### src/rtl/seq_mult8_pkg.sv
// Shared types and constants for the sequential 8x8 multiplier controller.
// The optional macro SEQ_MULT8_APPROX_LL_SKIP_EN is consumed by seq_mult8_ctrl.
package seq_mult8_pkg;
  localparam int OP_W    = 8;
  localparam int SLICE_W = 4;
  localparam int RES_W   = 16;

  localparam logic [3:0] SHIFT_LL  = 4'd0;
  localparam logic [3:0] SHIFT_MID = 4'd4;
  localparam logic [3:0] SHIFT_HH  = 4'd8;

  typedef enum logic [2:0] {
    IDLE,
    PP_LL,
    PP_LH,
    PP_HL,
    PP_HH,
    DONE
  } state_t;

  function automatic logic [RES_W-1:0] align_pp(input logic [2*SLICE_W-1:0] pp,
                                                 input logic [3:0] shift);
    return RES_W'(pp) << shift;
  endfunction
endpackage

### src/rtl/four_bit_dadda_multiplier.sv
// Combinational unsigned 4x4 multiplier; the gated partial-product rows are
// summed here and the tool builds the reduction tree.
module four_bit_dadda_multiplier (
  input  logic [3:0] a,
  input  logic [3:0] b,
  output logic [7:0] p
);
  logic [7:0] row [4];

  for (genvar gi = 0; gi < 4; gi++) begin : g_row
    assign row[gi] = {4'b0000, a & {4{b[gi]}}} << gi;
  end

  assign p = row[0] + row[1] + row[2] + row[3];
endmodule

### src/rtl/seq_mult8_ctrl.sv
// Sequencer for an unsigned 8x8 product using one shared 4x4 multiplier.
// Define SEQ_MULT8_APPROX_LL_SKIP_EN to drop the low-slice product (3-cycle approx mode).
module seq_mult8_ctrl
  import seq_mult8_pkg::*;
(
  input  logic             clk,
  input  logic             rst,
  input  logic             start,
  input  logic [OP_W-1:0]  a,
  input  logic [OP_W-1:0]  b,
  output logic             ready,
  output logic             valid_out,
  output logic [RES_W-1:0] product
);
`ifdef SEQ_MULT8_APPROX_LL_SKIP_EN
  localparam state_t FIRST_PP = PP_LH;
`else
  localparam state_t FIRST_PP = PP_LL;
`endif

  state_t             state_reg;
  logic [OP_W-1:0]    a_reg;
  logic [OP_W-1:0]    b_reg;
  logic [RES_W-1:0]   acc_reg;
  logic [SLICE_W-1:0] mul_a;
  logic [SLICE_W-1:0] mul_b;
  logic [3:0]         shift_amt;
  logic [2*SLICE_W-1:0] mul_p;
  logic [RES_W-1:0]   acc_next;

  four_bit_dadda_multiplier u_mult (
    .a (mul_a),
    .b (mul_b),
    .p (mul_p)
  );

  // Slice selection follows the state; idle states keep the multiplier quiet.
  always_comb begin
    mul_a     = '0;
    mul_b     = '0;
    shift_amt = SHIFT_LL;
    case (state_reg)
      PP_LL: begin
        mul_a     = a_reg[SLICE_W-1:0];
        mul_b     = b_reg[SLICE_W-1:0];
        shift_amt = SHIFT_LL;
      end
      PP_LH: begin
        mul_a     = a_reg[SLICE_W-1:0];
        mul_b     = b_reg[OP_W-1:SLICE_W];
        shift_amt = SHIFT_MID;
      end
      PP_HL: begin
        mul_a     = a_reg[OP_W-1:SLICE_W];
        mul_b     = b_reg[SLICE_W-1:0];
        shift_amt = SHIFT_MID;
      end
      PP_HH: begin
        mul_a     = a_reg[OP_W-1:SLICE_W];
        mul_b     = b_reg[OP_W-1:SLICE_W];
        shift_amt = SHIFT_HH;
      end
      default: ;
    endcase
  end

  assign acc_next = acc_reg + align_pp(mul_p, shift_amt);

  always_ff @(posedge clk) begin
    if (rst) begin
      state_reg <= IDLE;
      a_reg     <= '0;
      b_reg     <= '0;
      acc_reg   <= '0;
      product   <= '0;
      valid_out <= 1'b0;
      ready     <= 1'b1;
    end else begin
      valid_out <= 1'b0;
      case (state_reg)
        IDLE, DONE: begin
          if (start) begin
            a_reg     <= a;
            b_reg     <= b;
            acc_reg   <= '0;
            state_reg <= FIRST_PP;
            ready     <= 1'b0;
          end else begin
            state_reg <= IDLE;
            ready     <= 1'b1;
          end
        end
        PP_LL: begin
          acc_reg   <= acc_next;
          state_reg <= PP_LH;
        end
        PP_LH: begin
          acc_reg   <= acc_next;
          state_reg <= PP_HL;
        end
        PP_HL: begin
          acc_reg   <= acc_next;
          state_reg <= PP_HH;
        end
        PP_HH: begin
          // Only the completed sum is ever published on product.
          acc_reg   <= acc_next;
          product   <= acc_next;
          valid_out <= 1'b1;
          ready     <= 1'b1;
          state_reg <= DONE;
        end
        default: begin
          state_reg <= IDLE;
          ready     <= 1'b1;
        end
      endcase
    end
  end
endmodule

### config.mk
export PLATFORM = sky130hd
export DESIGN_NAME = seq_mult8_ctrl
export DESIGN_NICKNAME = d
export VERILOG_FILES = /design/src/rtl/seq_mult8_pkg.sv /design/src/rtl/four_bit_dadda_multiplier.sv /design/src/rtl/seq_mult8_ctrl.sv
export SDC_FILE = /design/constraint.sdc
export NUM_CORES = 1
export LEC_CHECK = 0
export CAP_MARGIN = 5
export CELL_PAD_IN_SITES_DETAIL_PLACEMENT = 1
export CELL_PAD_IN_SITES_GLOBAL_PLACEMENT = 2
export CORE_ASPECT_RATIO = 1.5
export CORE_MARGIN = 4
export CORE_UTILIZATION = 35
export CTS_BUF_LIST = sky130_fd_sc_hd__clkbuf_2
export DETAILED_ROUTE_END_ITERATION = 12
export GPL_TIMING_DRIVEN = 0
export PLACE_DENSITY_LB_ADDON = 0.1
export SLEW_MARGIN = 20
export SYNTH_ARGS = -nofsm -noshare
export SYNTH_HDL_FRONTEND = slang
export SYNTH_SLANG_ARGS = --single-unit
### constraint.sdc
create_clock -name clk -period 6.5 [get_ports clk]
set_clock_uncertainty 0.1 [all_clocks]
set_input_delay 0.65 -clock clk [delete_from_list [all_inputs] [get_ports clk]]
set_output_delay 0.65 -clock clk [all_outputs]
set_load 0.01 [all_outputs]
# Word level (Yosys, flattened, before mapping)
# Cells that the tools add are included.
# op_classes
n_lt_le_gt_ge	0
add_sub_neg	4
div_mod_pow	0
reduce_logical	12
bitwise_logic	4
mul	0
n_eq_ne	6
n_shift	1
muxes	10
# ops
operator	count
case mux 16 bit (2 select lines)	1
case mux 4 bit (2 select lines)	3
adder 16 bit	1
bitwise AND 4 bit	4
two-way mux 16 bit	1
left shift 8 x 4 -> 16 bit	1
case mux 3 bit (5 select lines)	1
OR reduction 2 bit	6
adder 8 x 6 -> 8 bit	1
adder 8 x 7 -> 8 bit	1
adder 4 x 5 -> 6 bit	1
== test 3 x 2 -> 1 bit (second input constant)	2
== test 3 bit (second input constant)	2
AND reduction 2 bit	2
OR reduction 4 bit	1
== test 3 x 1 -> 1 bit (second input constant)	1
zero test 3 bit	1
two-way mux 1 bit	3
OR reduction 3 bit	1
inequality test 2 bit (second input constant)	1
case mux 1 bit (2 select lines)	1
nonzero test 2 bit	1
# totals
register_bits	53
output_inout_bits	18
mem_bits_rw	0
romBits	0
latch_bits	0
elab_cells	44
input_bits	19
mem_count	0

# Logic depth before layout (Yosys ltp)
# logic_depth
word_depth	10
mapped_depth	26
ltp_nobuf	25

# Cells and area by module
# A second synthesis with hierarchy kept.
# unflattened
cells_unflattened	424
hier_area_um2	3425.8
# by_module_without_submodules
module	area_each_um2	cells_per_inst	instances
seq_mult8_ctrl	3040.4	382	1
four_bit_dadda_multiplier	385.4	42	1

# Least setup slack after synthesis
# No wires, ideal clock.
# synth_timing
kind	register to register
startpoint	reg state_reg[0]
endpoint	reg product[14]
t_required_ns	6.270
arrival_time_ns	4.810
period_less_slack_ns	5.040
setup_ns	0.130
setup_slack_ns	1.460
path_stages_with_launch	25
cell_sequence	dfxtp_1 buf_6 nor2_2 and2_1 buf_2 a21oi_1 or2_2 inv_1 ha_1 a21o_1 a21oi_1 xor2_1 fa_1 inv_1 fa_1 a21o_1 a21oi_1 o21ai_0 ha_1 clkbuf_1 a21o_1 a211o_1 o21ai_2 xor2_1 o31ai_1
# synth_between
elab_chain_cells	9
elab_cells_between_ends	21
classes_between	4 x add/sub; 4 x eq/ne; 1 x shift; 3 x mux; 4 x bitwise; 5 x reduce/logical
# synth_lines
element	line	rtl
from (decl)	seq_mult8_ctrl.sv:21	state_t state_reg;
from (signal assigned)	seq_mult8_ctrl.sv:71	state_reg <= IDLE;
from (signal assigned)	seq_mult8_ctrl.sv:86	state_reg <= FIRST_PP;
from (signal assigned)	seq_mult8_ctrl.sv:89	state_reg <= IDLE;
== test 3 bit (tied with other cells)	seq_mult8_ctrl.sv:42, seq_mult8_ctrl.sv:80	
OR reduction 2 bit (no line)	-	
case mux 4 bit (2 select lines)	seq_mult8_ctrl.sv:42	case (state_reg)
bitwise AND 4 bit	four_bit_dadda_multiplier.sv:11	assign row[gi] = {4'b0000, a & {4{b[gi]}}} << gi;
adder 4 x 5 -> 6 bit	four_bit_dadda_multiplier.sv:14	assign p = row[0] + row[1] + row[2] + row[3];
adder 8 x 6 -> 8 bit	four_bit_dadda_multiplier.sv:14	
adder 8 x 7 -> 8 bit	four_bit_dadda_multiplier.sv:14	
left shift 8 x 4 -> 16 bit	seq_mult8_pkg.sv:23	return RES_W'(pp) << shift;
adder 16 bit	seq_mult8_ctrl.sv:67	assign acc_next = acc_reg + align_pp(mul_p, shift_amt);
to (signal assigned)	seq_mult8_ctrl.sv:108	product <= acc_next;
to (decl)	seq_mult8_ctrl.sv:13	output logic [RES_W-1:0] product
# Parallel ways exist; a longest one is shown, timed or not.
# A chain may end at the register's enable or synchronous reset.

# Worst setup path in the final report
# layout_timing
startpoint	reg state_reg[2]
endpoint	reg product[13]
# Same word-level chain as after synthesis.

==> summary.txt <==
most frequent cells in the layout - nor2_1 (58), dfxtp_1 (53), nand2_1 (38)
first-pass GRT wire length - 15900 um
slowest stage delay, CP - 0.44 ns
Die Y - 127 um
clk buf depth - 2
register bit count reported by yosys - 53
Critical Path Sink - product[13]
Syn Area/Cell - 8.36 sq um
mapped cell area - 0.00333 sq mm
share of cells above drive strength 1 - 0.0747
async set or reset register ratio after synthesis - 0
antenna violations before repair - 1
Top cell by count, worst path - a21oi_1
Distinct cells, synth - 52
H-Tree Depth - 2
io pins - 37
Max Cap Violations - 0
Congestion Overflow GR - 0
Yosys warnings - 0
setup TNS - 0 ns
met1 usage - 0.203
All-Layer GR Usage - 0.181
DP HPWL - 7650 um
Die ar. - 0.0112 sq mm
wirelength, routed - 9520 um
number of global-route vias before repair - 3239
Worst path top cell family by delay - compound AO/OA/AOI/OAI gates
Setup WS pre-CTS - 0.516 ns
via/cell ratio - 5.30
CTS resizes - 0
DRC violations left - 0
final worst slack - 0.506 ns
reg2reg end - product[13]
Tmin final - 5.99 ns
top post-synthesis cells by area - dfxtp_1 (32%), ha_1 (8.7%), nor2_1 (6.5%), mux2i_1 (5.1%), a21oi_1 (4.8%)
Crit path buffers/inverters - 3
Post-Syn Nets - 446
post-route insts no fill - 555
clock transition at the registers of the reported paths - 0.31 ns
Slew Limit Fails - 0
status - finished, final reports clean
CP Launch Type - register
Worst Path Arrival - 6.28 ns
root buf cell - clkbuf_2
Initial Utilization - 0.359
hold bufs inserted after CTS - 0
Synth Instances - 398
post-layout util - 0.419
drt initial violations - 90
Critical Path RT - 6.79 ns
slowest CP cell - a21oi_1
reg2reg setup slack - 0.51 ns
Num CTS Buffers - 5
ANT nets after route - 0
PortBufs - 36
busiest grt layer - met2
Fillers - 1138
Final setup viols - 0
CP Depth - 23
worst vdd ir - 0.0892 mV
min-delay worst type - reg2reg
global routing usage on met3 - 0.0232
Post-synth EDFFs - 0
RR Startpoint - state_reg[2]
Setup CP Type - reg2reg
met2 Usage GRT - 0.336
Top FF cell, synth - dfxtp_1
most common cell after layout, fill and taps aside - nor2_1
Area Overhead vs Synth - 16.6%
reg2reg path depth - 23
Worst Setup End Kind - register
critical path cell sequence - buf_2, clkbuf_1, nor2_1, a21oi_1, nor2_1, ha_1, a21o_1, a21oi_1, xor2_1, fa_1, inv_1, ha_1, a21o_1, a21oi_1, xnor2_1, mux2i_1, nor2_1, ha_1, a21oi_1, o21ai_0, o32a_1, xnor2_1, a21oi_1
FP Rows - 43
P per Cell Area - 168 mW/mm^2
die width - 87.6 um
placed cells - 546
post-CTS setup repair buffer count - 0
GP Congestion - 0.767
CTS tree - done
Final Hold Vio Count - 0
share of the synthesized area in the top cell type - 0.319
FMAX - 167 MHz
Leak Pwr - 1.67 nW
slew margin rel. - 0.489
DRT Pass-1 Iters - 4
final period utilization - 0.922
unrepaired setup endpoints after global routing - no
total number of vias - 2941
post-synthesis sequential area ratio - 0.319
post-synth top area cell - dfxtp_1
nets - 489
slew of the pin with the lowest slew margin - 0.761 ns
Clock Latency Late Sink - 0.49 ns
largest net degree at the start of global routing - 19
worst-path maximum fanout - 10
routed length per instance - 17.1 um
Core Area - 0.00925 sq mm
Clock Sinks - 53
CP Launch Point - state_reg[2]
==> synth_stat cells, drive strengths merged (10+ instances only) <==
master / number
a21oi: 35
ha: 23
mux2i: 17
nor2: 59
inv: 12
xnor2: 10
buf: 11
o21ai: 21
nand2: 38
a22oi: 16
dfxtp: 53
xor2: 11
==> layout make-up <==
cell class                 instances  area, sq um  area share
tap                              112          140      0.0361
timing repair buffer              36          360      0.0929
inverter                          12         45.0      0.0116
multi-input combinational        313         2110       0.545
antenna                            1         2.50    0.000645
buffer                            20          105      0.0271
clock inverter                     3         25.0     0.00645
sequential                        53         1060       0.274
clock buffer                       5         25.0     0.00645
==> cell families after synthesis <==
family / Yosys count / synth area share
AND/OR/NAND/NOR: 139 / 0.192
AO/OA/AOI/OAI: 107 / 0.213
flip-flops: 53 / 0.319
buffers and inverters: 32 / 0.0451
adder cells (fa/ha/maj): 29 / 0.123
XOR/XNOR: 21 / 0.0576
multiplexers: 17 / 0.0512
==> power breakdown <==
group / internal [mW] / switching, mW / total (mW)
Sequential: 0.342 / 0.00939 / 0.352
Clock: 0.0288 / 0.122 / 0.151
Combinational: 0.0609 / 0.0893 / 0.150
Total: 0.432 / 0.221 / 0.653
==> stage by stage <==
stage	hold WS, ns	power, mW	area, sq um
floorplan	0.332	0.457	3330
global placement	0.341	0.507	3830
detailed placement	0.350	0.509	3830
CTS	0.378	0.664	3880
global route	0.393	0.691	3880
finish	0.374	0.653	3880
==> worst register-to-register path: stages (launching register included) <==
cell	delay, ns
dfxtp_1	0.41
buf_2	0.22
clkbuf_1	0.38
nor2_1	0.10
a21oi_1	0.44
nor2_1	0.14
ha_1	0.31
a21o_1	0.18
a21oi_1	0.16
xor2_1	0.27
fa_1	0.43
inv_1	0.12
ha_1	0.24
a21o_1	0.18
a21oi_1	0.17
xnor2_1	0.12
mux2i_1	0.31
nor2_1	0.09
ha_1	0.37
a21oi_1	0.23
o21ai_0	0.20
o32a_1	0.40
xnor2_1	0.24
a21oi_1	0.10
==> worst min-delay path by stage <==
| stage | end | depth (start not counted) | from | slack [ns] |
|---|---|---|---|---|
| finish | product[5] | 2 | product[5] | 0.37 |
| global route | product[2] | 2 | product[2] | 0.39 |
| CTS | product[5] | 2 | product[5] | 0.38 |
| detailed placement | product[2] | 2 | product[2] | 0.35 |
| global placement | product[8] | 2 | product[8] | 0.34 |
| floorplan | acc_reg[11] | 2 | acc_reg[11] | 0.33 |
==> metal layers <==
metal,part of all wire,vias up
met5,0,-
met4,0.022,0
met3,0.023,10
met2,0.54,44
met1,0.42,1412
li1,-,1475
(Power assumes the default switching activity.)
